==> src/rtl/qam_symbol_error_counter_pkg.sv <==
// rtl/qam_symbol_error_counter_pkg.sv - shared encodings and helpers for the QAM symbol error counter
package qam_symbol_error_counter_pkg;

  localparam int SYM_W_DEF = 5;

  localparam logic [2:0] MOD_QAM32 = 3'b000;
  localparam logic [2:0] MOD_QAM16 = 3'b001;
  localparam logic [2:0] MOD_QAM8  = 3'b010;
  localparam logic [2:0] MOD_QAM4  = 3'b011;
  localparam logic [2:0] MOD_BPSK  = 3'b100;

  // Active bits per symbol; unknown orders fall back to the full 32-QAM width.
  function automatic logic [SYM_W_DEF-1:0] orderMask(input logic [2:0] order);
    case (order)
      MOD_QAM16: return 5'b01111;
      MOD_QAM8:  return 5'b00111;
      MOD_QAM4:  return 5'b00011;
      MOD_BPSK:  return 5'b00001;
      default:   return 5'b11111;
    endcase
  endfunction

  function automatic logic [2:0] popCount(input logic [SYM_W_DEF-1:0] v);
    logic [2:0] n;
    n = '0;
    for (int i = 0; i < SYM_W_DEF; i++) n = n + {2'b00, v[i]};
    return n;
  endfunction

endpackage

==> src/rtl/qam_symbol_error_counter_ref_fifo.sv <==
// rtl/qam_symbol_error_counter_ref_fifo.sv - reference symbol FIFO with registered read and flush
module qam_ref_fifo #(
  parameter int DEPTH = 512,
  parameter int W     = 5
) (
  input  logic         Clk,
  input  logic         RstN,
  input  logic         Flush,
  input  logic         PushEn,
  input  logic [W-1:0] PushData,
  input  logic         PopEn,
  output logic [W-1:0] PopData,
  output logic         Full,
  output logic         Empty
);

  localparam int AW = $clog2(DEPTH);

  logic [W-1:0]  mem [DEPTH];
  logic [AW-1:0] wrPtr;
  logic [AW-1:0] rdPtr;
  logic [AW:0]   count;
  logic          doPush;
  logic          doPop;

  assign Full   = (count == (AW+1)'(DEPTH));
  assign Empty  = (count == '0);
  assign doPush = PushEn && !Full;
  assign doPop  = PopEn && !Empty;

  always_ff @(posedge Clk) begin
    if (doPush && !Flush) mem[wrPtr] <= PushData;
  end

  always_ff @(posedge Clk or negedge RstN) begin
    if (!RstN) begin
      wrPtr   <= '0;
      rdPtr   <= '0;
      count   <= '0;
      PopData <= '0;
    end else if (Flush) begin
      wrPtr   <= '0;
      rdPtr   <= '0;
      count   <= '0;
      PopData <= '0;
    end else begin
      if (doPush) wrPtr <= wrPtr + 1'b1;
      if (doPop) begin
        rdPtr   <= rdPtr + 1'b1;
        PopData <= mem[rdPtr];
      end
      count <= count + {{AW{1'b0}}, doPush} - {{AW{1'b0}}, doPop};
    end
  end

endmodule

==> src/rtl/qam_symbol_error_counter.sv <==
// rtl/qam_symbol_error_counter.sv - compares demodulated QAM symbols against buffered reference symbols
module qam_symbol_error_counter
  import qam_symbol_error_counter_pkg::*;
#(
  parameter int FRAME_LEN  = 256,
  parameter int FIFO_DEPTH = 512,
  parameter int SYM_W      = SYM_W_DEF
) (
  input  logic             Clk,
  input  logic             RstN,
  input  logic             Start,
  input  logic [2:0]       ModulationOrder,
  input  logic             TxSymValid,
  input  logic [SYM_W-1:0] TxSym,
  input  logic             RxSymValid,
  input  logic [SYM_W-1:0] RxSym,
  output logic             Busy,
  output logic             FrameDoneValid,
  output logic [8:0]       FrameSymErrors,
  output logic [11:0]      FrameBitErrors,
  output logic [15:0]      TotalFrames,
  output logic [31:0]      TotalBitErrors,
  output logic             Overflow,
  output logic             Underflow
);

  localparam logic ST_IDLE = 1'b0;
  localparam logic ST_RUN  = 1'b1;

  logic             state;
  logic [SYM_W-1:0] symMask;
  logic             fifoFull;
  logic             fifoEmpty;
  logic [SYM_W-1:0] fifoHead;
  logic             accept;
  logic             pushReq;
  logic             popReq;

  // Pipeline: pop -> xor -> accumulate -> frame result
  logic             popQ;
  logic [SYM_W-1:0] rxQ;
  logic             xValid;
  logic             xLast;
  logic [SYM_W-1:0] xQ;
  logic [8:0]       symCnt;
  logic             doneQ;
  logic [8:0]       accSym;
  logic [11:0]      accBit;
  logic [2:0]       xBits;
  logic [32:0]      totalSum;

  assign Busy     = (state == ST_RUN);
  assign accept   = Busy && !Start;
  assign pushReq  = accept && TxSymValid;
  assign popReq   = accept && RxSymValid && !fifoEmpty;
  assign xBits    = popCount(xQ);
  assign totalSum = {1'b0, TotalBitErrors} + {30'b0, xBits};

  qam_ref_fifo #(.DEPTH(FIFO_DEPTH), .W(SYM_W)) uFifo (
    .Clk      (Clk),
    .RstN     (RstN),
    .Flush    (Start),
    .PushEn   (pushReq),
    .PushData (TxSym),
    .PopEn    (popReq),
    .PopData  (fifoHead),
    .Full     (fifoFull),
    .Empty    (fifoEmpty)
  );

  always_ff @(posedge Clk or negedge RstN) begin
    if (!RstN) begin
      state          <= ST_IDLE;
      symMask        <= '0;
      popQ           <= 1'b0;
      rxQ            <= '0;
      xValid         <= 1'b0;
      xLast          <= 1'b0;
      xQ             <= '0;
      symCnt         <= '0;
      doneQ          <= 1'b0;
      accSym         <= '0;
      accBit         <= '0;
      FrameDoneValid <= 1'b0;
      FrameSymErrors <= '0;
      FrameBitErrors <= '0;
      TotalFrames    <= '0;
      TotalBitErrors <= '0;
      Overflow       <= 1'b0;
      Underflow      <= 1'b0;
    end else if (Start) begin
      state          <= ST_RUN;
      symMask        <= orderMask(ModulationOrder);
      popQ           <= 1'b0;
      rxQ            <= '0;
      xValid         <= 1'b0;
      xLast          <= 1'b0;
      xQ             <= '0;
      symCnt         <= '0;
      doneQ          <= 1'b0;
      accSym         <= '0;
      accBit         <= '0;
      FrameDoneValid <= 1'b0;
      FrameSymErrors <= '0;
      FrameBitErrors <= '0;
      TotalFrames    <= '0;
      TotalBitErrors <= '0;
      Overflow       <= 1'b0;
      Underflow      <= 1'b0;
    end else if (state == ST_RUN) begin
      if (TxSymValid && fifoFull) Overflow <= 1'b1;
      if (RxSymValid && fifoEmpty) Underflow <= 1'b1;

      popQ <= popReq;
      if (popReq) rxQ <= RxSym;

      xValid <= popQ;
      if (popQ) begin
        xQ <= (fifoHead ^ rxQ) & symMask;
        if (symCnt == 9'(FRAME_LEN - 1)) begin
          symCnt <= '0;
          xLast  <= 1'b1;
        end else begin
          symCnt <= symCnt + 1'b1;
          xLast  <= 1'b0;
        end
      end

      // A finished frame restarts the accumulators in the same cycle the next symbol lands.
      accSym <= (doneQ ? 9'd0 : accSym) + {8'b0, xValid && (xQ != '0)};
      accBit <= (doneQ ? 12'd0 : accBit) + (xValid ? {9'b0, xBits} : 12'd0);
      doneQ  <= xValid && xLast;
      if (xValid) TotalBitErrors <= totalSum[32] ? 32'hFFFF_FFFF : totalSum[31:0];

      FrameDoneValid <= doneQ;
      if (doneQ) begin
        FrameSymErrors <= accSym;
        FrameBitErrors <= accBit;
        TotalFrames    <= TotalFrames + 1'b1;
      end
    end
  end

endmodule

==> config.mk <==
export PLATFORM = sky130hd
export DESIGN_NAME = qam_symbol_error_counter
export DESIGN_NICKNAME = d
export VERILOG_FILES = /design/src/rtl/qam_symbol_error_counter_pkg.sv /design/src/rtl/qam_symbol_error_counter_ref_fifo.sv /design/src/rtl/qam_symbol_error_counter.sv
export SDC_FILE = /design/constraint.sdc
export NUM_CORES = 2
export LEC_CHECK = 0
export BUFFER_PORTS_ARGS = -buffer_cell sky130_fd_sc_hd__buf_2
export CELL_PAD_IN_SITES_DETAIL_PLACEMENT = 1
export CELL_PAD_IN_SITES_GLOBAL_PLACEMENT = 1
export CORE_ASPECT_RATIO = 0.8
export CORE_UTILIZATION = 40
export CTS_CLUSTER_DIAMETER = 200
export DETAILED_ROUTE_END_ITERATION = 6
export GPL_ROUTABILITY_DRIVEN = 0
export PLACE_DENSITY_LB_ADDON = 0.3
export SKIP_LAST_GASP = 1
export SLEW_MARGIN = 20
export SYNTH_ARGS = -nofsm -noshare
export SYNTH_HDL_FRONTEND = slang
export SYNTH_SLANG_ARGS = --single-unit
export TNS_END_PERCENT = 50
==> constraint.sdc <==
create_clock -name Clk -period 4 [get_ports Clk]
set_clock_uncertainty 0.1 [all_clocks]
set_input_delay 0.8 -clock Clk [delete_from_list [all_inputs] [get_ports Clk]]
set_output_delay 0.8 -clock Clk [all_outputs]
set_load 0.05 [all_outputs]
==> impl_metrics.yaml <==
status:
  outcome: "complete, no violations"
critical_path:
  cp_data_required_time_ns: 4.63
  critical_path_arrival_ns: 4.60
  crit_fanout: 31
  end_kind: "register"
  critPathKind: "register to register"
  critPathLaunchType: "register"
clocking:
  cts_made_buffers: 281
  cts_root_buffer: "clkbuf_16"
  clkSinkCount: 2714
  clkTransAtPathRegs_ns: 0.06
  cts_tree: "yes"
  max-clock-path-buffers: 4
  htreeDepth: 5
  clock_latency_ns: 0.89
sta:
  setup_violations: 0
  finalSetupTns_ns: 0
  whs_ns: 0.09872
  slew-limit-headroom_pct: 24.80
  hold_viol: 0
  fmax_mhz: 251.8
  finalCriticalPeriod_ns: 3.972
  slew_violations: 0
  finalCritPeriodShare_pct: 99.30
  rsz0062_at_grt: "true"
  worst_pin_slew_ns: 1.128
detailed_routing:
  drt_iter0_drc: 6852
  top_layer_used: "met5"
  drt.antenna.violating_nets: 0
  dr.pass1.iters: 7
  met2_length_um: 141000
  routedWlPerCell_um: 31.63
  wl_met1_um: 138700
  wl_um: 312700
  drcViolationCount: 0
  dr_total_vias: 58310
  drt-vias-per-instance: 5.898
  met3WireLength_um: 24850
flow_run:
  drv_cap: 0
floorplan:
  die_h_um: 468.2
  start_util_pct: 40.39
  die_area_um2: 273800
  die_x_um: 584.7
  core_area_um2: 269100
  rows: 170
  io_pins: 91
power_and_ir_drop:
  p_leak_nw: 39.15
  max-vdd-ir-drop_v: 0.0003518
  power_density_nw_per_um2: 530.8
global_route:
  grt_antenna_before_repair: 10
  grt_pass1_vias: 59410
  grt_max_degree: 126
  grt_overflow: 0
  grt_first_pass_wirelength_um: 446500
  grtUsageTotal_pct: 22.65
yosys:
  dominantRegCellSynth: "edfxtp_1"
  yosys.area.top_type: "edfxtp_1"
  avgSynthCellArea_um2: 18.94
  yosysSeqAreaShare_pct: 74.29
  synth.top_cell.area_share_pct: 70.74
  synthTopCellsByArea: "edfxtp_1 (71%), mux4_2 (13%), dfrtp_1 (3.5%), nor2_1 (2.3%), mux2i_1 (2.2%)"
  synth_cells: 5738
  synth_nets: 5793
  yosys_warnings: 0
  synth_edf_count: 2560
  async_reset_ff_share_pct: 5.674
  yosysUniqueCellTypes: 77
  syn_area_um2: 108700
  yosys-top-cells-count: "edfxtp_1 (2,560), nor2_1 (656), mux4_2 (606), mux2i_1 (238), nand2_1 (227)"
  yosysMostFrequentCell: "edfxtp_1"
  synth-seq-cells: 2714
cells_and_area:
  layout.nets: 6107
  final_util_pct: 46.13
  syn_to_final_growth_pct: 14.22
  layout-drive-gt1-share_pct: 23.35
place:
  port_buffers: 90
  hpwl_um: 194400
min_path:
  hold_path.class: "input port to register"
==> flip-flops by register name (all words and copies together) (netlist names), 9 cells and up <==
register / flops
TotalFrames: 16
uFifo.wrPtr: 9
uFifo.count: 10
uFifo.rdPtr: 9
FrameSymErrors: 9
accBit: 12
FrameBitErrors: 12
symCnt: 9
TotalBitErrors: 32
accSym: 9
uFifo.mem: 2560
==> metrics by stage <==
step                instances  worst slack (ns)  instance area [um2]  total power (W)
CTS                      9875          -0.05621               124000          0.06624
finish                   9885           0.02793               124100          0.06588
global placement         9373           -0.6535               114900          0.04013
detailed placement       9373           -0.6074               115000          0.04025
floorplan                5738          0.007555               108700          0.03726
global route             9883          -0.04366               124100          0.06759
==> power breakdown <==
group	switching [W]	leakage, nW	internal, W
clock network	0.0113	4.36	0.0150
registers	0.000119	25.1	0.0311
logic	0.00463	9.69	0.00375
total	0.0160	39.1	0.0499
==> placed cells by master (no fill, tap or decap), types with 65 or more instances in the layout <==
cell type,instances
nor2_1,651
mux4_2,606
edfxtp_1,2560
mux2i_1,237
buf_2,85
nand2_1,227
buf_12,69
buf_4,236
o21ai_0,119
a21oi_1,108
dfrtp_1,148
clkbuf_16,288
a221oi_1,65
==> worst max-delay path, stage by stage (launching register included) <==
cell	delay (ns)
dfrtp_4	0.81
buf_4	0.51
nand2_1	0.38
o21ai_0	0.60
o21ai_0	0.20
a21oi_1	0.35
a311oi_2	0.20
nor4_2	0.54
nor3_1	0.10
==> metal layers <==
layer	vias to the layer above	track usage, %
met2	2530	34.28
met5	-	0
met3	470	4.240
met1	31500	33.77
li1	23810	-
met4	4	5.786
==> area by class of cell <==
type / instances / area (um2)
Antenna cell: 3 / 7.507
Tap cell: 3612 / 4519
Sequential cell: 2714 / 80740
Clock buffer: 341 / 7416
Inverter: 49 / 192.7
Clock inverter: 160 / 1556
Fill cell: 24920 / 145000
Multi-Input combinational cell: 2606 / 25970
Timing Repair Buffer: 400 / 3709
==> cell families after synthesis <==
family          count (synthesis)  synth area share, %
flops                        2714                74.29
compound gates                550                3.462
xor+xnor                       45               0.3627
simple gates                 1113                4.295
buf+inv                       418                2.117
mux                           861                15.01
fa+ha+maj                      37               0.4606
==> worst paths after layout <==
check	startpoint	to	slack, ns	depth (start not counted)
min in group asynchronous	RstN	TotalFrames[11]$_DFFE_PN0P_	0.47	2
hold / removal	RxSym[3]	rxQ[3]$_DFFE_PN0P_	0.1	3
hold reg to reg	symMask[3]$_DFFE_PN0P_	symMask[3]$_DFFE_PN0P_	0.40	1
setup reg to reg	uFifo.rdPtr[1]$_DFFE_PN0P_	uFifo.PopData[1]$_DFFE_PN0P_	0.03	8
max in group asynchronous	RstN	TotalBitErrors[11]$_DFFE_PN0P_	2.41	3
setup / recovery	uFifo.rdPtr[1]$_DFFE_PN0P_	uFifo.PopData[1]$_DFFE_PN0P_	0.03	8
==> what timing repair did <==
action / 4_1_cts / 5_1_grt
hold buffers: 1 / 0
gates cloned: 0 / 2
endpoints found under the setup margin: 34 / 26
pin swaps: 1 / 6
gates resized for setup: 10 / 15
hold endpoints to repair: 76 / 0
setup buffers: 0 / 5
Power figures use the tool's default switching activity.
